## config.mk

```make
export PLATFORM = sky130hd
export DESIGN_NAME = cory_scale_ctrl_flat
export DESIGN_NICKNAME = d
export VERILOG_FILES = /design/src/rtl/cory_scale_ctrl_if.sv /design/src/rtl/cory_scale_ctrl.sv /design/src/flat_wrapper.sv
export SDC_FILE = /design/constraint.sdc
export NUM_CORES = 1
export LEC_CHECK = 0
export ABC_AREA = 1
export CORE_MARGIN = 3
export CORE_UTILIZATION = 32
export DETAILED_ROUTE_END_ITERATION = 8
export PLACE_DENSITY = 0.59
export SYNTH_ARGS = -nofsm -noshare
export SYNTH_HDL_FRONTEND = slang
export SYNTH_SLANG_ARGS = --single-unit
```

## constraint.sdc

```tcl
create_clock -name clk -period 7.94 [get_ports clk]
set_clock_uncertainty 0.05 [all_clocks]
set_input_delay 1.588 -clock clk [delete_from_list [all_inputs] [get_ports clk]]
set_output_delay 1.588 -clock clk [all_outputs]
set_load 0.01 [all_outputs]
```

## src/rtl/cory_scale_ctrl_if.sv

```systemverilog
// ---------------------------------------------------------------------------
// cory_scale_ctrl_if
//   Bundles the three handshake channels of the scaler frame sequencer:
//     frame command   : frm_v/frm_r + frame geometry and 8.8 ratios
//     horizontal cmd  : h_v/h_r + in_cnt/out_cnt/ratio for the sampler
//     vertical desc   : v_v/v_r + line/pos/phase/adv for the line buffer
//   plus the busy/done status.
//   slave  : the sequencer side (cory_scale_ctrl).
//   master : the environment side (frame source and line consumers).
// Parameter
//   R : resolution bits for width/height/position fields.
// ---------------------------------------------------------------------------
interface cory_scale_ctrl_if #(
  parameter int R = 11
);
  // Frame command
  logic          frm_v;
  logic [R-1:0]  frm_in_w;
  logic [R-1:0]  frm_in_h;
  logic [R-1:0]  frm_out_w;
  logic [R-1:0]  frm_out_h;
  logic [15:0]   frm_hratio;
  logic [15:0]   frm_vratio;
  logic          frm_r;
  // Horizontal line command
  logic          h_v;
  logic [R-1:0]  h_in_cnt;
  logic [R-1:0]  h_out_cnt;
  logic [15:0]   h_ratio;
  logic          h_r;
  // Vertical line descriptor
  logic          v_v;
  logic [R-1:0]  v_line;
  logic [R-1:0]  v_pos;
  logic [7:0]    v_phase;
  logic [R-1:0]  v_adv;
  logic          v_r;
  // Status
  logic          busy;
  logic          done;

  modport slave (
    input  frm_v, frm_in_w, frm_in_h, frm_out_w, frm_out_h, frm_hratio, frm_vratio,
    output frm_r,
    output h_v, h_in_cnt, h_out_cnt, h_ratio,
    input  h_r,
    output v_v, v_line, v_pos, v_phase, v_adv,
    input  v_r,
    output busy, done
  );

  modport master (
    output frm_v, frm_in_w, frm_in_h, frm_out_w, frm_out_h, frm_hratio, frm_vratio,
    input  frm_r,
    input  h_v, h_in_cnt, h_out_cnt, h_ratio,
    output h_r,
    input  v_v, v_line, v_pos, v_phase, v_adv,
    output v_r,
    input  busy, done
  );
endinterface

```

## src/rtl/cory_scale_ctrl.sv

```systemverilog
// ---------------------------------------------------------------------------
// cory_scale_ctrl
//   Frame-level sequencer for a 2-D scaler. Accepts one frame command and,
//   for every output line, issues a horizontal line command (for the
//   horizontal sampler) and a vertical descriptor (source line, phase and
//   number of input lines to retire) for the line-buffer / vertical filter.
// Ports
//   clk      : clock
//   reset_n  : asynchronous reset, active-low
//   bus      : cory_scale_ctrl_if.slave (frame cmd in, H cmd out,
//              V descriptor out, busy/done status)
// Parameter
//   R : resolution bits; the vertical accumulator is R.8 fixed point.
// ---------------------------------------------------------------------------
module cory_scale_ctrl #(
  parameter int R = 11
) (
  input  logic               clk,
  input  logic               reset_n,
  cory_scale_ctrl_if.slave   bus
);

  localparam int F = R + 8;  // accumulator width: integer line + 8-bit phase

  typedef enum logic [1:0] {IDLE, LINE, DONE} state_e;

  typedef struct packed {
    logic [R-1:0] pos;
    logic [7:0]   phase;
    logic [R-1:0] adv;
  } desc_t;

  // Vertical descriptor for the output line whose accumulator value is f8.
  // Positions past the last source line are clamped, and their phase is
  // zeroed so the filter does not blend against a line that does not exist.
  // The last line retires everything still outstanding so a frame always
  // consumes exactly in_h input lines.
  function automatic desc_t calc_desc(input logic [F-1:0] f8,
                                      input logic [15:0]  vr,
                                      input logic [R-1:0] in_h,
                                      input logic         last);
    desc_t        d;
    logic [F-1:0] nf8;
    logic [R-1:0] hmax;
    logic [R-1:0] pos;
    logic [R-1:0] npos;
    logic [R-1:0] cpos;
    logic [R-1:0] ncpos;
    nf8     = f8 + F'(vr);
    hmax    = in_h - R'(1);
    pos     = f8[F-1:8];
    npos    = nf8[F-1:8];
    cpos    = (pos  > hmax) ? hmax : pos;
    ncpos   = (npos > hmax) ? hmax : npos;
    d.pos   = cpos;
    d.phase = (pos > hmax) ? 8'h00 : f8[7:0];
    d.adv   = last ? (in_h - cpos) : (ncpos - cpos);
    return d;
  endfunction

  // Control state
  state_e        state_q;
  logic [F-1:0]  v_f8_q;
  logic [R-1:0]  line_q;
  logic          h_sent_q;
  logic          v_sent_q;
  // Latched frame fields
  logic [R-1:0]  in_w_q;
  logic [R-1:0]  in_h_q;
  logic [R-1:0]  out_w_q;
  logic [R-1:0]  out_h_q;
  logic [15:0]   hratio_q;
  logic [15:0]   vratio_q;
  // Registered outputs
  logic          frm_r_q;
  logic          busy_q;
  logic          done_q;
  logic          h_v_q;
  logic          v_v_q;
  desc_t         desc_q;

  // Combinational terms
  logic [R-1:0]  in_h_eff;
  logic          frm_acc;
  logic          h_acc;
  logic          v_acc;
  logic          line_done;
  logic          last_line;
  logic [F-1:0]  f8_next;
  desc_t         desc_first;
  desc_t         desc_next;

  // NOTE: every variable gets a value at the top of an always_comb; a path
  // that leaves one unassigned would infer a latch.
  always_comb begin
    in_h_eff   = (bus.frm_in_h == '0) ? R'(1) : bus.frm_in_h;
    frm_acc    = bus.frm_v & frm_r_q;
    h_acc      = h_v_q & bus.h_r;
    v_acc      = v_v_q & bus.v_r;
    // A line completes when the later of the two channels is accepted.
    line_done  = (state_q == LINE) & (h_sent_q | h_acc) & (v_sent_q | v_acc);
    last_line  = (line_q == out_h_q - R'(1));
    f8_next    = v_f8_q + F'(vratio_q);
    desc_first = calc_desc('0, bus.frm_vratio, in_h_eff, bus.frm_out_h == R'(1));
    desc_next  = calc_desc(f8_next, vratio_q, in_h_q, (line_q + R'(2)) == out_h_q);
  end

  // NOTE: sequential state uses non-blocking assignments only, so every
  // register samples the pre-edge values regardless of statement order.
  always_ff @(posedge clk or negedge reset_n) begin
    if (!reset_n) begin
      state_q  <= IDLE;
      v_f8_q   <= '0;
      line_q   <= '0;
      h_sent_q <= 1'b0;
      v_sent_q <= 1'b0;
      in_w_q   <= '0;
      in_h_q   <= '0;
      out_w_q  <= '0;
      out_h_q  <= '0;
      hratio_q <= '0;
      vratio_q <= '0;
      frm_r_q  <= 1'b1;
      busy_q   <= 1'b0;
      done_q   <= 1'b0;
      h_v_q    <= 1'b0;
      v_v_q    <= 1'b0;
      desc_q   <= '0;
    end else begin
      done_q <= 1'b0;
      unique case (state_q)
        IDLE: begin
          if (frm_acc) begin
            in_w_q   <= bus.frm_in_w;
            in_h_q   <= in_h_eff;
            out_w_q  <= bus.frm_out_w;
            out_h_q  <= bus.frm_out_h;
            hratio_q <= bus.frm_hratio;
            vratio_q <= bus.frm_vratio;
            v_f8_q   <= '0;
            line_q   <= '0;
            h_sent_q <= 1'b0;
            v_sent_q <= 1'b0;
            frm_r_q  <= 1'b0;
            busy_q   <= 1'b1;
            if (bus.frm_out_h == '0) begin
              state_q <= DONE;
            end else begin
              state_q <= LINE;
              h_v_q   <= 1'b1;
              v_v_q   <= 1'b1;
              desc_q  <= desc_first;
            end
          end
        end

        LINE: begin
          if (line_done) begin
            h_sent_q <= 1'b0;
            v_sent_q <= 1'b0;
            if (last_line) begin
              state_q <= DONE;
              h_v_q   <= 1'b0;
              v_v_q   <= 1'b0;
            end else begin
              // Next line presented immediately: no idle cycle between lines.
              v_f8_q <= f8_next;
              line_q <= line_q + R'(1);
              h_v_q  <= 1'b1;
              v_v_q  <= 1'b1;
              desc_q <= desc_next;
            end
          end else begin
            if (h_acc) begin
              h_sent_q <= 1'b1;
              h_v_q    <= 1'b0;
            end
            if (v_acc) begin
              v_sent_q <= 1'b1;
              v_v_q    <= 1'b0;
            end
          end
        end

        DONE: begin
          state_q <= IDLE;
          done_q  <= 1'b1;
          frm_r_q <= 1'b1;
          busy_q  <= 1'b0;
        end

        default: state_q <= IDLE;
      endcase
    end
  end

  assign bus.frm_r     = frm_r_q;
  assign bus.busy      = busy_q;
  assign bus.done      = done_q;
  assign bus.h_v       = h_v_q;
  assign bus.h_in_cnt  = in_w_q;
  assign bus.h_out_cnt = out_w_q;
  assign bus.h_ratio   = hratio_q;
  assign bus.v_v       = v_v_q;
  assign bus.v_line    = line_q;
  assign bus.v_pos     = desc_q.pos;
  assign bus.v_phase   = desc_q.phase;
  assign bus.v_adv     = desc_q.adv;

endmodule

```

## src/flat_wrapper.sv

```systemverilog
// flat-port wrapper written by rule: the top's interface ports become plain ports
module cory_scale_ctrl_flat 
#(
  parameter int R = 11
)
  (clk, reset_n, bus_frm_v, bus_frm_in_w, bus_frm_in_h, bus_frm_out_w, bus_frm_out_h, bus_frm_hratio, bus_frm_vratio, bus_frm_r, bus_h_v, bus_h_in_cnt, bus_h_out_cnt, bus_h_ratio, bus_h_r, bus_v_v, bus_v_line, bus_v_pos, bus_v_phase, bus_v_adv, bus_v_r, bus_busy, bus_done);
  cory_scale_ctrl_if #(.R(R)) bus_i ();
  input  logic clk;
  input  logic reset_n;
  input wire logic [$bits(bus_i.frm_v)-1:0] bus_frm_v;
  input wire logic [$bits(bus_i.frm_in_w)-1:0] bus_frm_in_w;
  input wire logic [$bits(bus_i.frm_in_h)-1:0] bus_frm_in_h;
  input wire logic [$bits(bus_i.frm_out_w)-1:0] bus_frm_out_w;
  input wire logic [$bits(bus_i.frm_out_h)-1:0] bus_frm_out_h;
  input wire logic [$bits(bus_i.frm_hratio)-1:0] bus_frm_hratio;
  input wire logic [$bits(bus_i.frm_vratio)-1:0] bus_frm_vratio;
  output wire logic [$bits(bus_i.frm_r)-1:0] bus_frm_r;
  output wire logic [$bits(bus_i.h_v)-1:0] bus_h_v;
  output wire logic [$bits(bus_i.h_in_cnt)-1:0] bus_h_in_cnt;
  output wire logic [$bits(bus_i.h_out_cnt)-1:0] bus_h_out_cnt;
  output wire logic [$bits(bus_i.h_ratio)-1:0] bus_h_ratio;
  input wire logic [$bits(bus_i.h_r)-1:0] bus_h_r;
  output wire logic [$bits(bus_i.v_v)-1:0] bus_v_v;
  output wire logic [$bits(bus_i.v_line)-1:0] bus_v_line;
  output wire logic [$bits(bus_i.v_pos)-1:0] bus_v_pos;
  output wire logic [$bits(bus_i.v_phase)-1:0] bus_v_phase;
  output wire logic [$bits(bus_i.v_adv)-1:0] bus_v_adv;
  input wire logic [$bits(bus_i.v_r)-1:0] bus_v_r;
  output wire logic [$bits(bus_i.busy)-1:0] bus_busy;
  output wire logic [$bits(bus_i.done)-1:0] bus_done;
  assign bus_i.frm_v = bus_frm_v;
  assign bus_i.frm_in_w = bus_frm_in_w;
  assign bus_i.frm_in_h = bus_frm_in_h;
  assign bus_i.frm_out_w = bus_frm_out_w;
  assign bus_i.frm_out_h = bus_frm_out_h;
  assign bus_i.frm_hratio = bus_frm_hratio;
  assign bus_i.frm_vratio = bus_frm_vratio;
  assign bus_frm_r = bus_i.frm_r;
  assign bus_h_v = bus_i.h_v;
  assign bus_h_in_cnt = bus_i.h_in_cnt;
  assign bus_h_out_cnt = bus_i.h_out_cnt;
  assign bus_h_ratio = bus_i.h_ratio;
  assign bus_i.h_r = bus_h_r;
  assign bus_v_v = bus_i.v_v;
  assign bus_v_line = bus_i.v_line;
  assign bus_v_pos = bus_i.v_pos;
  assign bus_v_phase = bus_i.v_phase;
  assign bus_v_adv = bus_i.v_adv;
  assign bus_i.v_r = bus_v_r;
  assign bus_busy = bus_i.busy;
  assign bus_done = bus_i.done;
  cory_scale_ctrl #(.R(R)) u_core (.clk(clk), .reset_n(reset_n), .bus(bus_i));
endmodule
```

==> flow_metrics.py <==
metrics = {
    "placed_design": {
        "place.gp.congestion": 0.963,
        "portBuffers": 164,
        "dp_hpwl_microns": 25000,
        "placed_area_sq_um": 12800,
        "post-place-ws_ns": 0.856,
    },
    "floorplan": {
        "coreArea_sq_um": 32600,
        "num_rows": 66,
        "start_util_pct": 32.5,
        "ios": 165,
        "die_x_microns": 188,
        "die_h_microns": 188,
        "dieArea_sq_um": 35400,
    },
    "layout": {
        "multiInputGateArea_sq_um": 6320,
        "seq_area_sq_um": 3630,
        "final_nets": 1814,
        "area_growth_pct": 25.4,
        "antenna_cells": 0,
        "finalInstanceArea_sq_um": 13300,
        "drive_above_1_share_pct": 4.72,
        "fillCellCount": 3372,
        "final_util_pct": 40.8,
    },
    "drt": {
        "drt-initial-drc-count": 739,
        "drc": 0,
        "routed_via_density": 4.86,
        "wire_per_inst_microns": 15.7,
        "ant_nets": 0,
        "num_vias": 10177,
        "drt_wl_total_microns": 32800,
        "first_pass_iters": 7,
    },
    "setup_path": {
        "timing.rr.end": "u_core.bus.v_adv[7]",
        "critPathMaxStageDelay_ns": 0.43,
        "cp.arrival_ns": 7.00,
        "path_common_cell": "nand2_1",
        "worstSetupStartpoint": "u_core.vratio_q[0]",
        "critical_path_class": "flip-flop to flip-flop",
        "reg2reg_depth": 38,
        "cp_top_family": "simple AND/OR/NAND/NOR gates",
        "worstPathRequired_ns": 8.22,
        "crit_path_start_kind": "flip-flop",
        "r2r_start": "u_core.vratio_q[0]",
        "critPathMaxFanout": 14,
        "path_buf_inv": 4,
        "cp_slowest_cell": "fa_1",
        "ff2ff_setup_slack_ns": 1.23,
        "end_kind": "flip-flop",
    },
    "timing": {
        "hold_viol_final": 0,
        "tightest_slew_ns": 1.01,
        "min_period_ns": 6.71,
        "rsz0062_at_grt": "no",
        "holdWs_ns": 0.417,
        "relSlewSlack_pct": 32.6,
        "finalSetupViolCount": 0,
        "max_freq_mhz": 149,
        "fin_tns_setup_ns": 0,
        "slew_violations": 0,
        "fin_crit_sh_pct": 84.5,
        "fin_ws_ns": 1.23,
    },
    "global_route": {
        "busiest_layer": "met2",
        "grt_pass1_vias": 10080,
        "grt_start_max_net_pins": 76,
        "met2_usage_pct": 29.5,
        "grtUsageTotal_pct": 18.8,
        "antenna_found_initial": 0,
        "grt_overflow_total": 0,
        "grt_pass1_wl_microns": 53300,
        "grtUsageMet1_pct": 25.0,
        "grt_util_met3_pct": 5.37,
    },
    "clock_tree": {
        "clock_latency_ns": 0.44,
        "holdBufCountCts": 0,
        "cts_tree": "done",
        "numCtsBuffers": 17,
        "post-cts-setup-buffer-count": 0,
        "clockRootBuffer": "clkbuf_16",
        "htree_levels": 4,
        "cts_buffer_depth": 2,
        "post_cts_resized": 0,
        "numClockSinks": 145,
        "clk_pin_slew_worst_paths_ns": 0.07,
    },
    "yosys": {
        "synth_area_leaders": "dfrtp_1, nand2_1, ha_1, o21ai_0, inv_1",
        "synth_top_area_share_pct": 34.0,
        "synth_ff_type": "dfrtp_1",
        "async_reset_ff_share_pct": 100,
        "postSynthCellCount": 1475,
        "synth_compound_area_share_pct": 13.5,
        "synth_xor_xnor_area_share_pct": 6.11,
        "ys_ff_latch": 145,
        "synth_seq_area_share_pct": 34.2,
        "synthMuxAreaShare_pct": 0,
        "synthSimpleGateAreaFrac_pct": 28.3,
        "synth_adder_area_share_pct": 11.2,
        "syn-cell-area_sq_um": 10600,
        "synth_edf_count": 0,
        "synth.largest_area_cell": "dfrtp_1",
        "synth.distinct_cells": 56,
        "yosysWarnings": 0,
        "avgSynthCellArea_sq_um": 7.20,
        "synth_top_family_by_area": "simple AND/OR/NAND/NOR gates",
    },
    "pwr": {
        "p_comb_share_pct": 7.5,
        "leakage_nw": 6.85,
        "p_seq_share_pct": 44.7,
        "p_int_mw": 1.21,
        "max-vdd-ir-drop_uv": 161,
        "switchingPower_mw": 0.444,
        "powerDensity_nw_per_um2": 124,
        "swShare_pct": 26.9,
        "clkPwrFrac_pct": 47.8,
    },
    "min_path": {
        "hold_depth": 2,
        "holdPathEnd": "u_core.bus.h_ratio[1]",
        "hold_path_class": "flip-flop to flip-flop",
        "min_from": "u_core.bus.h_ratio[1]",
    },
    "run_status": {
        "status": "completed",
    },
    "job": {
        "maxCapViolCount": 0,
    },
}
worst min-delay path: cells and delay by family (launching register included):
kind	cells	cell delay, ns
flops	1	0.34
simple gates	2	0.10
power groups by stage:
stage                     logic (mW)  registers, mW  clock network (mW)
final                          0.123          0.738               0.790
after global routing           0.139          0.738               0.850
after CTS                      0.124          0.738               0.824
after detailed placement       0.124          0.752                   0
after global placement         0.124          0.752                   0
after floorplan               0.0483          0.753                   0
cell usage after synthesis, types with 4 or more instances:
library cell,number
a211oi_1,5
a21o_1,5
a21oi_1,79
a31oi_1,4
a32o_1,5
buf_2,9
clkbuf_1,20
dfrtp_1,144
ha_1,90
inv_1,137
inv_2,4
nand2_1,518
nand3_1,49
nand4_1,12
nor2_1,103
nor2_2,6
nor3_1,13
nor4_1,7
o211ai_1,8
o21ai_0,104
o21ai_1,8
o22ai_1,7
o31ai_1,13
or2_2,6
xnor2_1,15
xor2_1,52
per-layer routing:
layer	up-vias	share of wire [%]
li1	5139	-
met1	4658	47
met2	331	43
met3	49	6.6
met4	0	2.9
met5	-	0
logic make-up after synthesis:
group	count (synthesis)
AND/OR/NAND/NOR	733
other	2
buffers and inverters	180
AO/OA/AOI/OAI	252
adder cells (fa/ha/maj)	93
XOR/XNOR	70
flip-flops	145
cell type report:
| type | instances | area share [%] |
|---|---|---|
| Clock inverter | 13 | 0.903 |
| Inverter | 144 | 4.08 |
| Tap cell | 442 | 4.16 |
| Timing Repair Buffer | 173 | 12.9 |
| Clock buffer | 19 | 3.25 |
| Multi-Input combinational cell | 1159 | 47.5 |
| Sequential cell | 145 | 27.3 |
state kept, by name, summed over array words and instances (netlist names):
name and flops:
u_core.bus.busy 1, u_core.bus.done 1, u_core.bus.frm_r 1, u_core.bus.h_in_cnt 11, u_core.bus.h_out_cnt 11, u_core.bus.h_ratio 16
u_core.bus.h_v 1, u_core.bus.v_adv 11, u_core.bus.v_line 11, u_core.bus.v_phase 8, u_core.bus.v_pos 11, u_core.bus.v_v 1
u_core.h_sent_q 1, u_core.in_h_q 11, u_core.out_h_q 11, u_core.state_q 2, u_core.v_f8_q 19, u_core.v_sent_q 1
u_core.vratio_q 16
stage by stage:
| step | cells | total power, mW |
|---|---|---|
| after floorplan | 1484 | 0.801 |
| after global routing | 2095 | 1.73 |
| after detailed placement | 2063 | 0.876 |
| after global placement | 2063 | 0.876 |
| after CTS | 2095 | 1.69 |
| final | 2095 | 1.65 |
cells in the final DEF (no fill, tap or decap), types with 5 or more instances in the layout:
cell / instances
nand2_1: 518
nor3_1: 13
a211oi_1: 5
clkbuf_16: 17
o31ai_1: 13
xnor2_1: 15
conb_1: 11
nor2_2: 6
nor4_1: 7
o211ai_1: 8
a21oi_1: 79
o21ai_0: 104
nand4_1: 12
a32o_1: 5
a21o_1: 5
buf_4: 9
inv_1: 136
xor2_1: 52
o22ai_1: 7
o21ai_1: 8
or2_2: 6
dfrtp_1: 144
clkdlybuf4s50_1: 163
nor2_1: 102
nand3_1: 49
inv_2: 5
ha_1: 90
worst max path at each step:
stage | endpoint | slack (ns) | depth (start not counted)
3_5_place_dp | u_core.bus.v_adv[8] | 0.86 | 32
4_1_cts | u_core.bus.v_adv[8] | 1.31 | 32
3_3_place_gp | u_core.bus.v_adv[8] | 0.73 | 32
5_1_grt | u_core.bus.v_adv[7] | 0.56 | 43
2_1_floorplan | u_core.bus.v_adv[8] | 2.27 | 41
6_report | u_core.bus.v_adv[7] | 1.23 | 38
Note: power is estimated with default switching activity, not from simulation.
==> patch 1 (config.mk and constraints unchanged) <==
The 3 states of `state_e` get a one-hot encoding in 3 bits.
--- a/src/rtl/cory_scale_ctrl.sv
+++ b/src/rtl/cory_scale_ctrl.sv
@@ -23,5 +23,5 @@
   localparam int F = R + 8;  // accumulator width: integer line + 8-bit phase
 
-  typedef enum logic [1:0] {IDLE, LINE, DONE} state_e;
+  typedef enum logic [2:0] {IDLE = 3'b001, LINE = 3'b010, DONE = 3'b100} state_e;
 
   typedef struct packed {
Check against the original RTL: same outputs for any inputs over 4 cycles, from zero or initial values and one cycle with reset_n low; so few cycles prove little.
==> patch 1 against the unedited design <==
Global-route usage up 0.33 points. Setup slack worse by 0.36 ns. Routed wire length up 2.4%. Sequential cell count up 1. Final area down 0.24%. First-iteration DRC count down 3.9%. Area after synthesis up 0.13%. Sequential share of layout area up 0.26 points. Worst hold slack about the same. Critical path type unchanged. Critical endpoint unchanged.
Power is not shown: default switching activity piles up to over one toggle a cycle in this logic, so the estimate is an artifact.
==> patch 1: results (changes against the unedited design) <==
status: "finished clean"
ant_nets: 0  # unchanged
tightest_slew_ns: 0.861  # -0.149 ns
hold_depth: 1  # -1
ys_top_cells_by_area: "dfrtp_1 34%, nand2_1 17%, ha_1 11%"
cts_buffer_depth: 2  # unchanged
dr.pass1.iters: 7  # unchanged
ys_seq_area_share_pct: 34.4  # +0.20 points
io_buffers: 164  # unchanged
arrival_ns: 7.40  # +0.40 ns
cts_resized: 0  # unchanged
grt_max_degree: 90  # +18%
grt_pass1_wl_mm: 54.1  # +1.5%
n_antenna_cell: 0  # unchanged
clock_latency_ns: 0.44  # about the same
gp_congestion: 0.986  # +2.4%
crit_end: "u_core.bus.v_adv[7]"
place_hpwl_mm: 26.1  # +4.3%
first_global_vias: 10000  # -0.42%
ys_warn_count: 0  # unchanged
synthArstFlopShare_pct: 100  # unchanged
hold_path.class: "flop to flop"
cts_setup_buffers: 0  # unchanged
htreeDepth: 4  # unchanged
dr.first_iter.drc_count: 710  # -3.9%
wl_per_cell_um: 16.3  # +4.3%
ys.flop_type: "dfrtp_1"
vias_per_cell: 4.95  # +1.8%
synthTopCellsByCount: "480 x nand2_1, 144 x dfrtp_1, 130 x inv_1"
hold-path-endpoint: "u_core.bus.done"
largest_reg_flops: 19  # unchanged
regMostFlops: "u_core.v_f8_q"
yosysUniqueCellTypes: 57  # +1.8%
grt_usage_pct: 19.1  # +0.33 points
clk_pin_slew_worst_paths_ns: 0.07  # about the same
crit_slowest_cell: "fa_1"
cts-root-buf: "clkbuf_16"
r2r_cells: 40  # +5.3%
cts_buffers: 17  # unchanged
cp-startpoint: "u_core.vratio_q[0]"
min-delay-start: "u_core.state_q[1]"
layout.nets: 1776  # -2.1%
critPathMaxFanout: 16  # +2
antenna_found_initial: 0  # unchanged
final_layout_size_suffix_gt1_share_pct: 4.33  # -0.38 points
ff2ff_setup_slack_ns: 0.87  # -0.36 ns
slowest_delay_ns: 0.47  # +0.04 ns
[patch 1: logic make-up (layout without fill, tap and decap cells)]
| group | Yosys count | after routing | synth area share, % |
|---|---|---|---|
| AND/OR/NAND/NOR | 695 | 695 | 27.2 |
| adder cells (fa/ha/maj) | 93 | 93 | 11.2 |
| AO/OA/AOI/OAI | 262 | 262 | 14.5 |
| XOR/XNOR | 69 | 69 | 5.69 |
| other | 2 | 11 | 0.0707 |
| multiplexers | 4 | 4 | 0.424 |
| flip-flops | 146 | 146 | 34.4 |
| buffers and inverters | 171 | 335 | 6.49 |
[patch 1: stage by stage]
step                utilization (%)  setup WS (ns)  instance area, um^2  cells  hold slack [ns]
global route                   40.7          0.222                13300   2057            0.447
detailed placement             39.0           1.04                12700   2025            0.406
floorplan                         -           2.07                10700   1451            0.372
global placement               39.0           1.07                12700   2025            0.402
finish                         40.7          0.867                13300   2057            0.417
CTS                            40.7           1.01                13300   2057            0.419
[patch 1: layout make-up]
class | instances | area, um^2
multi-input combinational | 1134 | 6320
fill | 3346 | 19300
timing repair buffer | 170 | 1690
clock inverter | 11 | 104
clock buffer | 21 | 450
inverter | 133 | 499
tap | 442 | 553
sequential | 146 | 3660
[patch 1: critical path: cells and delay by family (launching register included)]
family	cells	cell delay [ns]
fa+ha+maj	5	1.77
compound gates	11	1.58
flops	1	0.40
simple gates	18	2.38
xor+xnor	2	0.46
buf+inv	4	0.39
[patch 1: metal layers]
metal	wire [um]	GRT usage, %	up-vias
met4	1200	8.05	0
met1	14800	24.4	4716
met5	0	0	-
met3	2270	4.91	61
met2	15400	30.9	318
li1	-	-	5079
==> patch 2 (same settings) <==
Made on the original files. Make the reset (`reset_n`) synchronous in one clocked block. Comments in the files are not updated.
--- a/src/rtl/cory_scale_ctrl.sv
+++ b/src/rtl/cory_scale_ctrl.sv
@@ -108,5 +108,5 @@
   // NOTE: sequential state uses non-blocking assignments only, so every
   // register samples the pre-edge values regardless of statement order.
-  always_ff @(posedge clk or negedge reset_n) begin
+  always_ff @(posedge clk) begin
     if (!reset_n) begin
       state_q  <= IDLE;
Behaviour: differs if reset_n is asserted again (counterexample within 4 cycles, from zero or initial values and one cycle with reset_n low); with reset_n held inactive, the same outputs for 4 cycles.
==> patch 2 against the unedited design <==
Sequential cell count unchanged. Critical endpoint is now u_core.bus.v_adv[10]. Area after synthesis decreased by 5.0%. Utilization increased by 0.40 points. Final area decreased by 4.6%. Via count increased by 2.1%. Setup slack got worse by 0.21 ns. Routed wire length increased by 2.8%.
Power is not compared: it rests on default switching activity, and its combinational part moved more than twofold at a synthesized area within 25%.
==> patch 2: results (changes against the unedited design) <==
wl_per_cell_um: 16.5  # +5.5%
post-synth-top-count-cell: "nand2_1"
layout.nets: 1806  # -0.44%
place_hpwl_mm: 25.7  # +2.9%
status: "finished clean"
wl_met2_mm: 15.2  # +6.2%
ys_warn_count: 0  # unchanged
grt_max_degree: 64  # -16%
dr.first_iter.drc_count: 667  # -9.7%
gp_congestion: 0.956  # -0.65%
crit_slowest_cell: "ha_1"
critPathMaxFanout: 11  # -3
wl_met3_mm: 1.96  # -9.4%
wl_met1_mm: 16.0  # +3.8%
dp.cells: 2009  # -2.6%
cts_buffer_depth: 2  # unchanged
syn_to_final_growth_pct: 25.9
ys.flop_type: "dfxtp_1"
clock_latency_ns: 0.43
final_layout_size_suffix_gt1_share_pct: 4.07  # -0.65 points
dr.pass1.iters: 5  # -2
postSynthAreaPerCell_um2: 6.81  # -5.4%
cts_buffers: 17  # unchanged
grt_usage_pct: 20.0  # +1.2 points
synthArstFlopShare_pct: 0  # -100 points
grt_pass1_wl_mm: 53.7  # +0.87%
first_global_vias: 9892  # -1.9%
cts_setup_buffers: 0  # unchanged
leakagePower_nw: 5.72
arrival_ns: 7.23  # +0.23 ns
dr_total_vias: 10400  # +2.1%
maxSlewHeadroom_pct: 35.3  # +2.7 points
slowest_delay_ns: 0.37  # -0.06 ns
ys_top_cells_by_area: "dfxtp_1 29%, nand2_1 13%, ha_1 11%"
yosysUniqueCellTypes: 49  # -13%
ys_seq_area_share_pct: 28.8  # -5.4 points
top_layer_used: "met4"
synthTopCellsByCount: "361 x nand2_1, 145 x dfxtp_1, 135 x inv_1"
vias_per_cell: 5.09  # +4.8%
patch 2: cell types whose count changed in the layout (fill, tap and decap cells not counted), sizes merged, moves of 15 or more:
cell,delta
a21oi,+54
o22ai,+15
dfrtp,-144
nand2,-156
dfxtp,+145
nand3,+81
patch 2: final timing paths:
check | from | end | slack (ns) | cells past startpoint
worst min register to register | u_core.bus.h_ratio[6] | u_core.bus.h_ratio[6] | 0.39 | 2
worst min-delay path | u_core.bus.h_ratio[6] | u_core.bus.h_ratio[6] | 0.39 | 2
worst max-delay path | u_core.vratio_q[2] | u_core.bus.v_adv[10] | 1.02 | 36
worst max register to register | u_core.vratio_q[2] | u_core.bus.v_adv[10] | 1.02 | 36
patch 2: cell type report:
type | count | area (um^2)
clock buffer | 18 | 429
clock inverter | 14 | 179
fill | 3213 | 18100
inverter | 140 | 526
multi-input combinational | 1154 | 6460
sequential | 145 | 2900
tap | 396 | 495
timing repair buffer | 174 | 1710
patch 2: logic make-up (layout without fill, tap and decap cells):
kind of cell / count (synthesis) / after routing / share of synthesized area [%]
AND/OR/NAND/NOR: 668 / 668 / 28.5
AO/OA/AOI/OAI: 309 / 309 / 16.8
buffers and inverters: 191 / 346 / 7.67
flip-flops: 145 / 145 / 28.8
adder cells (fa/ha/maj): 93 / 93 / 11.8
XOR/XNOR: 73 / 73 / 6.34
other: 2 / 11 / 0.0745
patch 2: power by group:
| group | leakage (nW) | internal, W | switching, W |
|---|---|---|---|
| registers | 1.19 | 0.000808 | 0.0000580 |
| clock network | 0.294 | 0.000500 | 0.000350 |
| logic | 4.25 | 0.000452 | 0.000740 |
| total | 5.72 | 0.00176 | 0.00115 |
patch 2: per-stage QoR:
step / area, um^2 / setup WS, ns / hold WS [ns]
after floorplan: 10100 / 2.22 / 0.388
after global placement: 12100 / 1.10 / 0.378
after detailed placement: 12100 / 1.06 / 0.382
after CTS: 12700 / 1.15 / 0.398
after global routing: 12700 / 0.355 / 0.413
final: 12700 / 1.02 / 0.394
patch 2: layer usage:
layer  vias up  track usage (%)
li1       5278                -
met1      4768             27.9
met2       316             31.9
met3        31             3.42
met4         0             5.36
met5         -                0
patch 2: critical path, delay by kind of cell (launching register included):
kind | cells | cell delay, ns
xor gates and xnor gates | 2 | 0.63
and+or+nand+nor | 15 | 1.95
DFF | 1 | 0.33
adders and majority gates | 4 | 1.40
AOI/OAI and AO/OA | 11 | 2.05
buffers and inverters | 4 | 0.43
